### src/rtl/seven_seg_mux.sv
// seven_seg_mux: time-multiplexed hex driver for common-anode 7-segment displays.
// Digit data is double-buffered and committed only at a frame boundary, so a
// frame never shows a mix of old and new digits.
// Ports:
//   clk         system clock
//   reset       synchronous active-high reset
//   load        one-cycle strobe capturing data_in / blank_in
//   data_in     packed nibbles, digit 0 in bits [3:0]
//   blank_in    per-digit blank mask (1 = dark)
//   seg         active-low segments {g,f,e,d,c,b,a}
//   an          active-low anode enables, at most one low
//   frame_done  one-cycle pulse when the scan wraps to digit 0
// Optional build macro: SEG_MUX_DEADTIME_EN keeps every digit dark for the
// first DEAD_CYCLES counts of its slot to hide anode-driver ghosting.
module seven_seg_mux #(
    parameter int NUM_DIGITS  = 2,
    parameter int REFRESH_DIV = 10000,
    parameter int DEAD_CYCLES = 16
) (
    input  logic                    clk,
    input  logic                    reset,
    input  logic                    load,
    input  logic [4*NUM_DIGITS-1:0] data_in,
    input  logic [NUM_DIGITS-1:0]   blank_in,
    output logic [6:0]              seg,
    output logic [NUM_DIGITS-1:0]   an,
    output logic                    frame_done
);

    localparam int CW = $clog2(REFRESH_DIV);
    localparam int IW = (NUM_DIGITS > 1) ? $clog2(NUM_DIGITS) : 1;
    localparam logic [CW-1:0] CNT_MAX = CW'(REFRESH_DIV - 1);
    localparam logic [IW-1:0] IDX_MAX = IW'(NUM_DIGITS - 1);

`ifdef SEG_MUX_DEADTIME_EN
    localparam bit DEAD_EN = 1'b1;
`else
    localparam bit DEAD_EN = 1'b0;
`endif

    logic [CW-1:0]           r_cnt;
    logic [IW-1:0]           r_idx;
    logic [4*NUM_DIGITS-1:0] r_pend_data;
    logic [NUM_DIGITS-1:0]   r_pend_blank;
    logic                    r_pend_valid;
    logic [4*NUM_DIGITS-1:0] r_act_data;
    logic [NUM_DIGITS-1:0]   r_act_blank;
    logic [6:0]              r_seg;
    logic [NUM_DIGITS-1:0]   r_an;
    logic                    r_frame_done;

    logic                    w_tick;
    logic                    w_boundary;
    logic                    w_dead;
    logic                    w_dark;
    logic [3:0]              w_nib;
    logic [6:0]              w_dec;
    logic [NUM_DIGITS-1:0]   w_an;

    assign w_tick     = (r_cnt == CNT_MAX);
    assign w_boundary = w_tick && (r_idx == IDX_MAX);

    // Constant-folds away entirely when the dead-time build is not selected.
    assign w_dead = DEAD_EN && (int'(r_cnt) < DEAD_CYCLES);
    assign w_dark = r_act_blank[r_idx] || w_dead;
    assign w_nib  = r_act_data[4*int'(r_idx) +: 4];
    assign w_an   = ~(NUM_DIGITS'(1) << r_idx);

    always_comb begin
        w_dec = 7'h7F;
        unique case (w_nib)
            4'h0: w_dec = 7'h40;
            4'h1: w_dec = 7'h79;
            4'h2: w_dec = 7'h24;
            4'h3: w_dec = 7'h30;
            4'h4: w_dec = 7'h19;
            4'h5: w_dec = 7'h12;
            4'h6: w_dec = 7'h02;
            4'h7: w_dec = 7'h78;
            4'h8: w_dec = 7'h00;
            4'h9: w_dec = 7'h10;
            4'hA: w_dec = 7'h08;
            4'hB: w_dec = 7'h03;
            4'hC: w_dec = 7'h46;
            4'hD: w_dec = 7'h21;
            4'hE: w_dec = 7'h06;
            4'hF: w_dec = 7'h0E;
        endcase
    end

    always_ff @(posedge clk) begin
        if (reset) begin
            r_cnt        <= '0;
            r_idx        <= '0;
            r_pend_data  <= '0;
            r_pend_blank <= '1;
            r_pend_valid <= 1'b0;
            r_act_data   <= '0;
            r_act_blank  <= '1;
            r_seg        <= 7'h7F;
            r_an         <= '1;
            r_frame_done <= 1'b0;
        end else begin
            r_cnt        <= w_tick ? '0 : r_cnt + CW'(1);
            r_frame_done <= w_boundary;
            if (w_tick) begin
                r_idx <= (r_idx == IDX_MAX) ? '0 : r_idx + IW'(1);
            end
            // A load landing on the boundary bypasses the pending buffer.
            if (w_boundary) begin
                if (load) begin
                    r_act_data  <= data_in;
                    r_act_blank <= blank_in;
                end else if (r_pend_valid) begin
                    r_act_data  <= r_pend_data;
                    r_act_blank <= r_pend_blank;
                end
                r_pend_valid <= 1'b0;
            end else if (load) begin
                r_pend_data  <= data_in;
                r_pend_blank <= blank_in;
                r_pend_valid <= 1'b1;
            end
            if (w_dark) begin
                r_seg <= 7'h7F;
                r_an  <= '1;
            end else begin
                r_seg <= w_dec;
                r_an  <= w_an;
            end
        end
    end

    assign seg        = r_seg;
    assign an         = r_an;
    assign frame_done = r_frame_done;

endmodule

### config.mk
export PLATFORM = sky130hd
export DESIGN_NAME = seven_seg_mux
export DESIGN_NICKNAME = d
export VERILOG_FILES = /design/src/rtl/seven_seg_mux.sv
export SDC_FILE = /design/constraint.sdc
export NUM_CORES = 1
export LEC_CHECK = 0
export CAP_MARGIN = 20
export CORE_AREA = 2 2 94 96
export CTS_CLUSTER_DIAMETER = 80
export DETAILED_ROUTE_END_ITERATION = 8
export DIE_AREA = 0 0 96 98
export PLACE_DENSITY_LB_ADDON = 0.05
export SLEW_MARGIN = 20
export SYNTH_ARGS = -nofsm -noshare
export SYNTH_HDL_FRONTEND = slang
export SYNTH_SLANG_ARGS = --single-unit
### constraint.sdc
create_clock -name clk -period 5.2 [get_ports clk]
set_clock_uncertainty 0.05 [all_clocks]
set_input_delay 1.56 -clock clk [delete_from_list [all_inputs] [get_ports clk]]
set_output_delay 1.56 -clock clk [all_outputs]
set_load 0.02 [all_outputs]
==> summary.txt <==
STA
  • Final hold slack: 0.405 ns
  • Setup TNS: 0 ns
  • Final min period: 3.30 ns
  • RSZ-0062 raised after global routing: no
  • FMAX: 303 MHz
  • Slew @ Worst Pin: 1.02 ns
  • Count of final setup violators: 0
  • Final Hold Vio Count: 0
  • Period utilization: 0.634
  • Worst slew margin: 0.301
  • Worst setup margin: 1.90 ns
  • Slew Limit Fails: 0

Synthesis
  • Register area share after synthesis: 0.446
  • Synth Instances: 219
  • Syn Std Cell Area: 2060 sq um
  • Most used flip-flop cell after synthesis: dfxtp_1
  • Asr flop ratio synth: 0
  • Ys Warns: 0
  • Number of synthesized flops with an enable pin: 0
  • Syn Nets: 239
  • Yosys reg bits: 46
  • Avg Cell Area, Syn: 9.43 sq um
  • Post-synthesis cell type count: 37

Setup path
  • Critical Path Fanout Max: 23
  • CP Cell Sequence: clkdlybuf4s50_1, or2_2, a21oi_1, a211oi_1
  • Slowest Stage Delay on Critical Path: 0.95 ns
  • Worst setup path class: in -> reg
  • Crit Reg-Reg Endpoint: seg[3]
  • Reg2reg setup slack: 2.77 ns
  • Worst-case reg-to-reg path depth: 3
  • CP Capture Type: flop
  • CP startpoint kind: input pin
  • WP data required: 5.32 ns
  • Worst path arrival time: 3.42 ns
  • Crit-path slowest cell: clkdlybuf4s50_1
  • Worst R2R Start: r_idx

Place
  • Cell area after placement: 2380 sq um
  • Setup WS pre-CTS: 1.50 ns
  • Inst Count DP: 339
  • GP Congestion: 0.690
  • IO Port Bufs: 22
  • HPWL after DPL: 3040 um

Clocking
  • Num CTS Buffers: 5
  • Postcts setup bufs: 0
  • CTS Sinks: 46
  • CTS Hold Buffers Added: 0
  • Reg clk slew, reported paths: 0.08 ns
  • CTS tree: built
  • Root Driver: clkbuf_8
  • CTS Buffer Depth: 2
  • Clock latency on the worst-skew pair: 0.29 ns
  • # resized after CTS: 0
  • Htree depth: 2

Route
  • DR vias/cell: 4.45
  • Drc violations: 0
  • Routed len/inst: 13.2 um
  • Post-Route WL: 4560 um
  • Initial DRC Count: 81
  • Number of detailed-route iterations in the first pass: 4
  • Vias: 1541
  • Detail Route Antenna Nets: 0

Pwr
  • Power Dens Cells: 249 nW/um^2
  • Pleak: 0.866 nW
  • Max IR drop VDD: 0.000102 V

Min path
  • Hold depth: 2
  • Worst hold path class: reg -> reg
  • Worst hold start: r_pend_data[0]
  • Hold path endpoint: r_pend_data[0]

Layout
  • Nets@finish: 258
  • Non-Filler Instances: 346
  • Share of cells above drive strength 1: 0.0714
  • Post-route cell area: 2470 sq um
  • Area growth syn-to-layout: 19.6%
  • # diodes: 0
  • Fill cells: 877

Global route
  • First-pass GRT wire length: 7910 um
  • Pin count of the biggest net entering global routing: 33
  • Number of global-route vias before repair: 1574
  • Initial antenna violation count: 0
  • Grt ovf: 0
  • GRT Overall Usage: 0.108

Die
  • Die area: 9410 sq um
  • Chip Height: 98 um
  • Io pins: 23
  • Core Rows: 34
  • Initial Util: 0.244
  • Core box area: 8470 sq um
  • Die span in x: 96 um

Flow run
  • Maxcap violations: 0

Run status
  • Status: finished clean
[area by class of cell]
class / instances / area [sq um] / area share
Multi-Input combinational cell: 158 / 1090 / 0.443
Timing Repair Buffer: 23 / 228 / 0.0922
Tap cell: 108 / 135 / 0.0547
Clock buffer: 7 / 76.3 / 0.0309
Inverter: 4 / 15.0 / 0.00608
Sequential cell: 46 / 921 / 0.373
[cell usage after synthesis (3+ instances only)]
cell type,instances,area [sq um]
mux2i_1,13,130
and4_1,3,26.3
ha_1,7,87.6
or2_2,3,18.8
nand3_1,15,75.1
clkbuf_1,6,22.5
buf_1,3,11.3
xor2_1,10,87.6
a21oi_1,22,110
a211oi_1,11,82.6
o21ai_0,3,15.0
nand2b_1,3,18.8
o221ai_1,3,26.3
nand2_1,13,48.8
nor2b_1,4,25.0
dfxtp_1,46,921
nor2_1,21,78.8
nand4_1,4,25.0
inv_1,4,15.0
nor3_1,3,15.0
[routing by layer]
layer | global-route usage | up-vias | share of wire
met1 | 0.153 | 689 | 0.54
met2 | 0.158 | 24 | 0.41
met5 | 0 | - | 0
met3 | 0.0309 | 5 | 0.035
li1 | - | 823 | -
met4 | 0.0363 | 0 | 0.015
[cell usage in the layout, fill, tap and decap left out, types with 2 or more instances in the layout]
| cell | count |
|---|---|
| nor2b_1 | 4 |
| dfxtp_1 | 46 |
| or3_1 | 2 |
| nand2b_1 | 3 |
| a211oi_1 | 11 |
| nor3_1 | 3 |
| and4_1 | 3 |
| clkbuf_8 | 5 |
| a21oi_1 | 22 |
| mux2_2 | 2 |
| xnor2_1 | 2 |
| clkbuf_1 | 2 |
| nor2_1 | 21 |
| nand3_1 | 15 |
| nand2_1 | 13 |
| xor2_1 | 10 |
| o211ai_1 | 2 |
| and2_1 | 2 |
| mux2i_1 | 13 |
| nand4_1 | 4 |
| inv_1 | 4 |
| clkdlybuf4s50_1 | 22 |
| ha_1 | 7 |
| or2_2 | 3 |
| o21ai_0 | 3 |
| o221ai_1 | 3 |
[report_power, final]
part	internal [mW]	switching, mW
clock network	0.0929	0.118
logic	0.0189	0.0219
registers	0.359	0.00371
[worst max-delay path by stage]
| stage | from | endpoint | slack (ns) | depth (start not counted) |
|---|---|---|---|---|
| after floorplan | load | r_act_blank[0] | 2.59 | 4 |
| after global placement | load | r_pend_blank[0] | 1.53 | 4 |
| after detailed placement | load | r_pend_blank[1] | 1.50 | 4 |
| after CTS | load | r_pend_blank[0] | 1.82 | 4 |
| after global routing | load | r_pend_blank[0] | 1.71 | 4 |
| final | load | r_act_data[0] | 1.90 | 4 |
[sequential cells by signal, indices dropped and copies added (netlist names)]
| signal | cells |
|---|---|
| r_idx | 1 |
| frame_done | 1 |
| r_pend_blank | 2 |
| seg | 7 |
| r_act_blank | 2 |
| an | 2 |
| r_act_data | 8 |
| r_pend_data | 8 |
| r_pend_valid | 1 |
| r_cnt | 14 |
[worst max-delay path: cells and delay by family]
kind                   cells  cell delay [ns]
buffers and inverters      1             0.95
AND/OR/NAND/NOR            1             0.65
AO/OA/AOI/OAI              2             0.25
[cell families (layout without fill, tap and decap cells)]
group                    after synthesis  after routing  share of synthesized area
AO/OA/AOI/OAI                         43             43                      0.132
XOR/XNOR                              12             12                     0.0509
adder cells (fa/ha/maj)                7              7                     0.0424
buffers and inverters                 15             34                     0.0297
flip-flops                            46             46                      0.446
multiplexers                          16             16                     0.0848
AND/OR/NAND/NOR                       80             80                      0.215
[stage by stage]
stage               utilization  total power, mW
finish                    0.292            0.614
global route              0.292            0.652
global placement          0.281            0.412
detailed placement        0.281            0.412
floorplan                     -            0.394
CTS                       0.290            0.629
Power figures use the tool's default switching activity.
==> edit 1, RTL diff (same settings) <==
Set the parameter `REFRESH_DIV` to 40000 (it was 10000).
--- a/src/rtl/seven_seg_mux.sv
+++ b/src/rtl/seven_seg_mux.sv
@@ -15,5 +15,5 @@
 module seven_seg_mux #(
     parameter int NUM_DIGITS  = 2,
-    parameter int REFRESH_DIV = 10000,
+    parameter int REFRESH_DIV = 40000,
     parameter int DEAD_CYCLES = 16
 ) (
Formal check against the unedited RTL: no difference found for any inputs over 10 cycles, from zero or initial values and one cycle with reset high; that may be too few to reach the edited logic, so the function may still have changed.
==> edit 1 against the unedited design <==
Synthesized area up 9.0%. Wire length down 0.83%. Sequential cell count up 2. Worst setup slack better by 0.084 ns. Non-clock buffer count up 4. Power up 6.9%. Register-to-register slack worse by 0.04 ns. Design area up 8.0%.
==> edit 1: results (changes against the unedited design) <==
outcome:
  outcome: "completed"  # unchanged
place:
  dp_hpwl_microns: 3090  # was 3040 microns
  gp_congestion: 0.725  # was 0.690
sta:
  max_freq_mhz: 311  # was 303 MHz
  max-slew-margin-rel_pct: 35.8  # was 30.1%
grt:
  grt_pass1_vias: 1480  # was 1574
  grt_pass1_wl_microns: 7490  # was 7910 microns
  track_usage_pct: 10.2  # was 10.8%
power:
  leakage_nw: 1.00  # was 0.866 nW
  peakVddDrop_mv: 0.0752  # was 0.102 mV
clocking:
  clk_latency_ns: 0.31  # was 0.29 ns
finish:
  fillers: 885  # was 877
  largestRegisters: "r_cnt: 16 flops, r_act_data: 8 flops, r_pend_data: 8 flops"  # was r_cnt: 14 flops, r_act_data: 8 flops, r_pend_data: 8 flops
critical_path:
  cp.arrival_ns: 3.39  # was 3.42 ns
  critPathMaxStageDelay_ns: 0.45  # was 0.95 ns
logic_synthesis:
  synthMuxAreaShare_pct: 11.3  # was 8.48%
  synth_top_cells_by_count: "48 x dfxtp_1, 29 x nor2_1, 22 x mux2i_1"  # was 46 x dfxtp_1, 22 x a21oi_1, 21 x nor2_1
  avgSynthCellArea_sq_um: 10.0  # was 9.43 sq um
  synth_fa_ha_area_share_pct: 3.89  # was 4.24%
  syn_nets: 245  # was 239
  synth_compound_area_share_pct: 14.5  # was 13.2%
  yosys.area_share.xor_xnor_pct: 5.84  # was 5.09%
  synth_cell_types: 38  # was 37
detailed_routing:
  wl_per_cell_microns: 12.8  # was 13.2 microns
  drt_iter0_drc: 62  # was 81
  wirelength_microns: 4520  # was 4560 microns
==> edit 1: cell type report <==
class | count | share of cell area, %
Inverter | 3 | 0.422
Clock inverter | 2 | 0.375
Multi-Input combinational cell | 158 | 45.3
Sequential cell | 48 | 36.0
Tap cell | 108 | 5.07
Timing Repair Buffer | 27 | 9.67
Clock buffer | 6 | 3.10
==> edit 1: worst paths after layout <==
| check | from | to | slack (ns) | cells after the start |
|---|---|---|---|---|
| setup / recovery | load | r_act_data[0] | 1.99 | 7 |
| hold / removal | r_cnt[0] | r_cnt[0] | 0.40 | 1 |
| setup reg to reg | r_cnt[0] | r_pend_data[1] | 2.73 | 5 |
| hold reg to reg | r_cnt[0] | r_cnt[0] | 0.40 | 1 |
==> edit 1: logic make-up (layout without fill, tap and decap cells) <==
kind of cell    after synthesis  in the layout
compound gates               37             37
xor+xnor                     15             15
fa+ha+maj                     7              7
buf+inv                      19             38
flops                        48             48
mux                          25             25
simple gates                 74             74
==> edit 1: power by group through the flow <==
| stage | combinational [W] | clock [W] | sequential, W |
|---|---|---|---|
| finish | 0.0000421 | 0.000236 | 0.000378 |
| global route | 0.0000466 | 0.000263 | 0.000379 |
| CTS | 0.0000435 | 0.000251 | 0.000378 |
| detailed placement | 0.0000435 | 0 | 0.000387 |
| floorplan | 0.0000274 | 0 | 0.000386 |
| global placement | 0.0000433 | 0 | 0.000387 |
==> edit 1: per-stage QoR <==
| step | hold WS, ns | power, W | setup WS, ns |
|---|---|---|---|
| floorplan | 0.363 | 0.000413 | 2.38 |
| global placement | 0.374 | 0.000430 | 1.63 |
| detailed placement | 0.386 | 0.000430 | 1.66 |
| CTS | 0.406 | 0.000672 | 1.99 |
| global route | 0.426 | 0.000689 | 1.84 |
| finish | 0.402 | 0.000656 | 1.99 |
==> edit 1: routing by layer <==
| layer | wire (microns) | global-route usage [%] | vias to the layer above |
|---|---|---|---|
| met3 | 139 | 2.55 | 5 |
| met5 | 0 | 0 | - |
| met1 | 2370 | 14.4 | 750 |
| met2 | 1950 | 14.6 | 20 |
| met4 | 66 | 4.29 | 0 |
| li1 | - | - | 843 |
==> edit 2, RTL diff (same settings) <==
Made on the original files. Put one more register stage on the output `seg`, cleared by the reset. The value now appears one clock later. The other outputs are not delayed to match.
--- a/src/rtl/seven_seg_mux.sv
+++ b/src/rtl/seven_seg_mux.sv
@@ -132,5 +132,11 @@
     end
 
-    assign seg        = r_seg;
+    always_ff @(posedge clk) begin
+        if (reset) begin
+            seg <= '0;
+        end else begin
+            seg <= r_seg;
+        end
+    end
     assign an         = r_an;
     assign frame_done = r_frame_done;
Function: changed (a bounded check fails within 4 cycles, from zero or initial values and one cycle with reset high).
==> edit 2 against the unedited design <==
Cell count is 6.6% higher. Worst setup slack improved by 0.11 ns. Power increased by 25%. Sequential cell count rose by 7. Synthesized area up 9.5%. Wire length up 6.4%. Register-to-register slack better by 0.11 ns. Design area increased by 9.6%. Count of clock-buffer cells in the layout down 1. Highest routed layer unchanged. Die area is the same. Sequential share of layout area grew 1.9 points. Non-clock buffer count grew 1.
==> edit 2: results (changes against the unedited design) <==
outcome:
  outcome: "completed"  # unchanged
finish:
  fillers: 878  # was 877
  drive_gt1_share_pct: 7.28  # was 7.14%
  largestRegisters: "r_cnt: 14 flops, r_act_data: 8 flops, r_pend_data: 8 flops"  # unchanged
  final_nets: 280  # was 258
  antenna-diode-count: 0  # unchanged
worst_hold_path:
  min_path_type: "flip-flop to flip-flop"  # unchanged
  min_path_cells: 1  # was 2
place:
  portBuffers: 22  # unchanged
  dp.cells: 361  # was 339
  dp_hpwl_microns: 3280  # was 3040 microns
  gp_congestion: 0.739  # was 0.690
logic_synthesis:
  synth_cell_types: 33  # was 37
  synth-seq-area-share_pct: 47.0  # was 44.6%
  avgSynthCellArea_sq_um: 9.30  # was 9.43 sq um
  synthArstFlopShare_pct: 0  # unchanged
  yosys-top-cells-area: "dfxtp_1 47%, mux2i_1 6.2%, a21oi_1 4.4%, ha_1 3.9%, nor2_1 3.8%"  # was dfxtp_1 45%, mux2i_1 6.3%, a21oi_1 5.3%, ha_1 4.2%, xor2_1 4.2%
  syn_nets: 263  # was 239
  synth_top_cells_by_count: "53 x dfxtp_1, 23 x nor2_1, 20 x a21oi_1"  # was 46 x dfxtp_1, 22 x a21oi_1, 21 x nor2_1
  yosysWarnings: 0  # unchanged
power:
  p_seq_w: 0.000419  # was 0.000362 W
  powerDensity_nw_per_um2: 283  # was 249 nW/um^2
  peakVddDrop_mv: 0.129  # was 0.102 mV
  clock_power_share_pct: 38.5  # was 34.3%
  leakage_nw: 0.949  # was 0.866 nW
  switching_share_pct: 22.2  # was 23.4%
detailed_routing:
  drt_iter0_drc: 50  # was 81
  wl_per_cell_microns: 13.1  # was 13.2 microns
  first_pass_iters: 4  # unchanged
  wirelength_microns: 4850  # was 4560 microns
  drt-vias-per-instance: 4.54  # was 4.45
clocking:
  clkTransAtPathRegs_ns: 0.10  # was 0.08 ns
  cts_buffers: 5  # unchanged
  ctsResizeCount: 0  # unchanged
  root_buffer: "clkbuf_8"  # unchanged
  clk_path_buf_depth: 2  # unchanged
  ctsHtreeMaxLevel: 2  # unchanged
  clk_latency_ns: 0.30
  post_cts_buffers: 0  # unchanged
critical_path:
  cp_slowest_cell: "nor2_1"  # was clkdlybuf4s50_1
  worstPathMaxFanout: 22  # was 23
  critPathMaxStageDelay_ns: 0.76  # was 0.95 ns
  cp.arrival_ns: 3.31  # was 3.42 ns
  reg2reg_depth: 4  # was 3
grt:
  antenna_found_initial: 0  # unchanged
  grt_max_degree: 40  # was 33
  grt_pass1_wl_microns: 8180  # was 7910 microns
  track_usage_pct: 11.1  # was 10.8%
  grt_pass1_vias: 1606  # was 1574
sta:
  max-slew-margin-rel_pct: 35.5  # was 30.1%
## edit 2: changes by cell type after synthesis, moves of 4 or more
cell,change
xnor2_1,+6
dfxtp_1,+7
nor2b_1,+7
or3_1,+8
o21ai_0,+6
xor2_1,-4
a211oi_1,-7
## edit 2: area by class of cell
cell class                      count  area [sq um]  area share, %
Multi-Input combinational cell    173          1140           42.2
Sequential cell                    53          1060           39.2
Timing Repair Buffer               24           235           8.70
Tap cell                          108           135           5.00
Clock buffer                        6          82.6           3.05
Clock inverter                      2          37.5           1.39
Inverter                            3          11.3          0.416
## edit 2: metal layers
metal,up-vias,part of all wire (%),global-route usage [%]
li1,892,-,-
met3,2,2.4,2.39
met2,19,43,15.9
met5,-,0,0
met4,0,0.87,3.63
met1,762,54,16.3
## edit 2: final timing paths
kind	startpoint	endpoint	slack, ns
max reg2reg	r_cnt[5]	r_act_data[5]	2.88
min reg2reg	r_seg[0]	seg[0]	0.40
min	r_seg[0]	seg[0]	0.40
max	load	r_act_blank[0]	2.02
## edit 2: cells by family after synthesis
kind of cell	synth area share [%]
DFF	47.0
buffers and inverters	3.49
and+or+nand+nor	21.2
AOI/OAI and AO/OA	11.4
xor gates and xnor gates	5.43
muxes	7.70
adders and majority gates	3.88
## edit 2: through the flow
step / instance area, sq um / worst slack (ns) / utilization (%)
2_1_floorplan: 2260 / 2.56 / -
3_3_place_gp: 2570 / 1.68 / 30.4
3_5_place_dp: 2580 / 1.69 / 30.5
4_1_cts: 2710 / 2.04 / 32.0
5_1_grt: 2710 / 1.85 / 32.0
6_report: 2710 / 2.02 / 32.0
## edit 2: critical path: cells and delay by family
family | cells | cell delay [ns]
buffers and inverters | 2 | 0.62
muxes | 1 | 0.17
and+or+nand+nor | 2 | 0.95
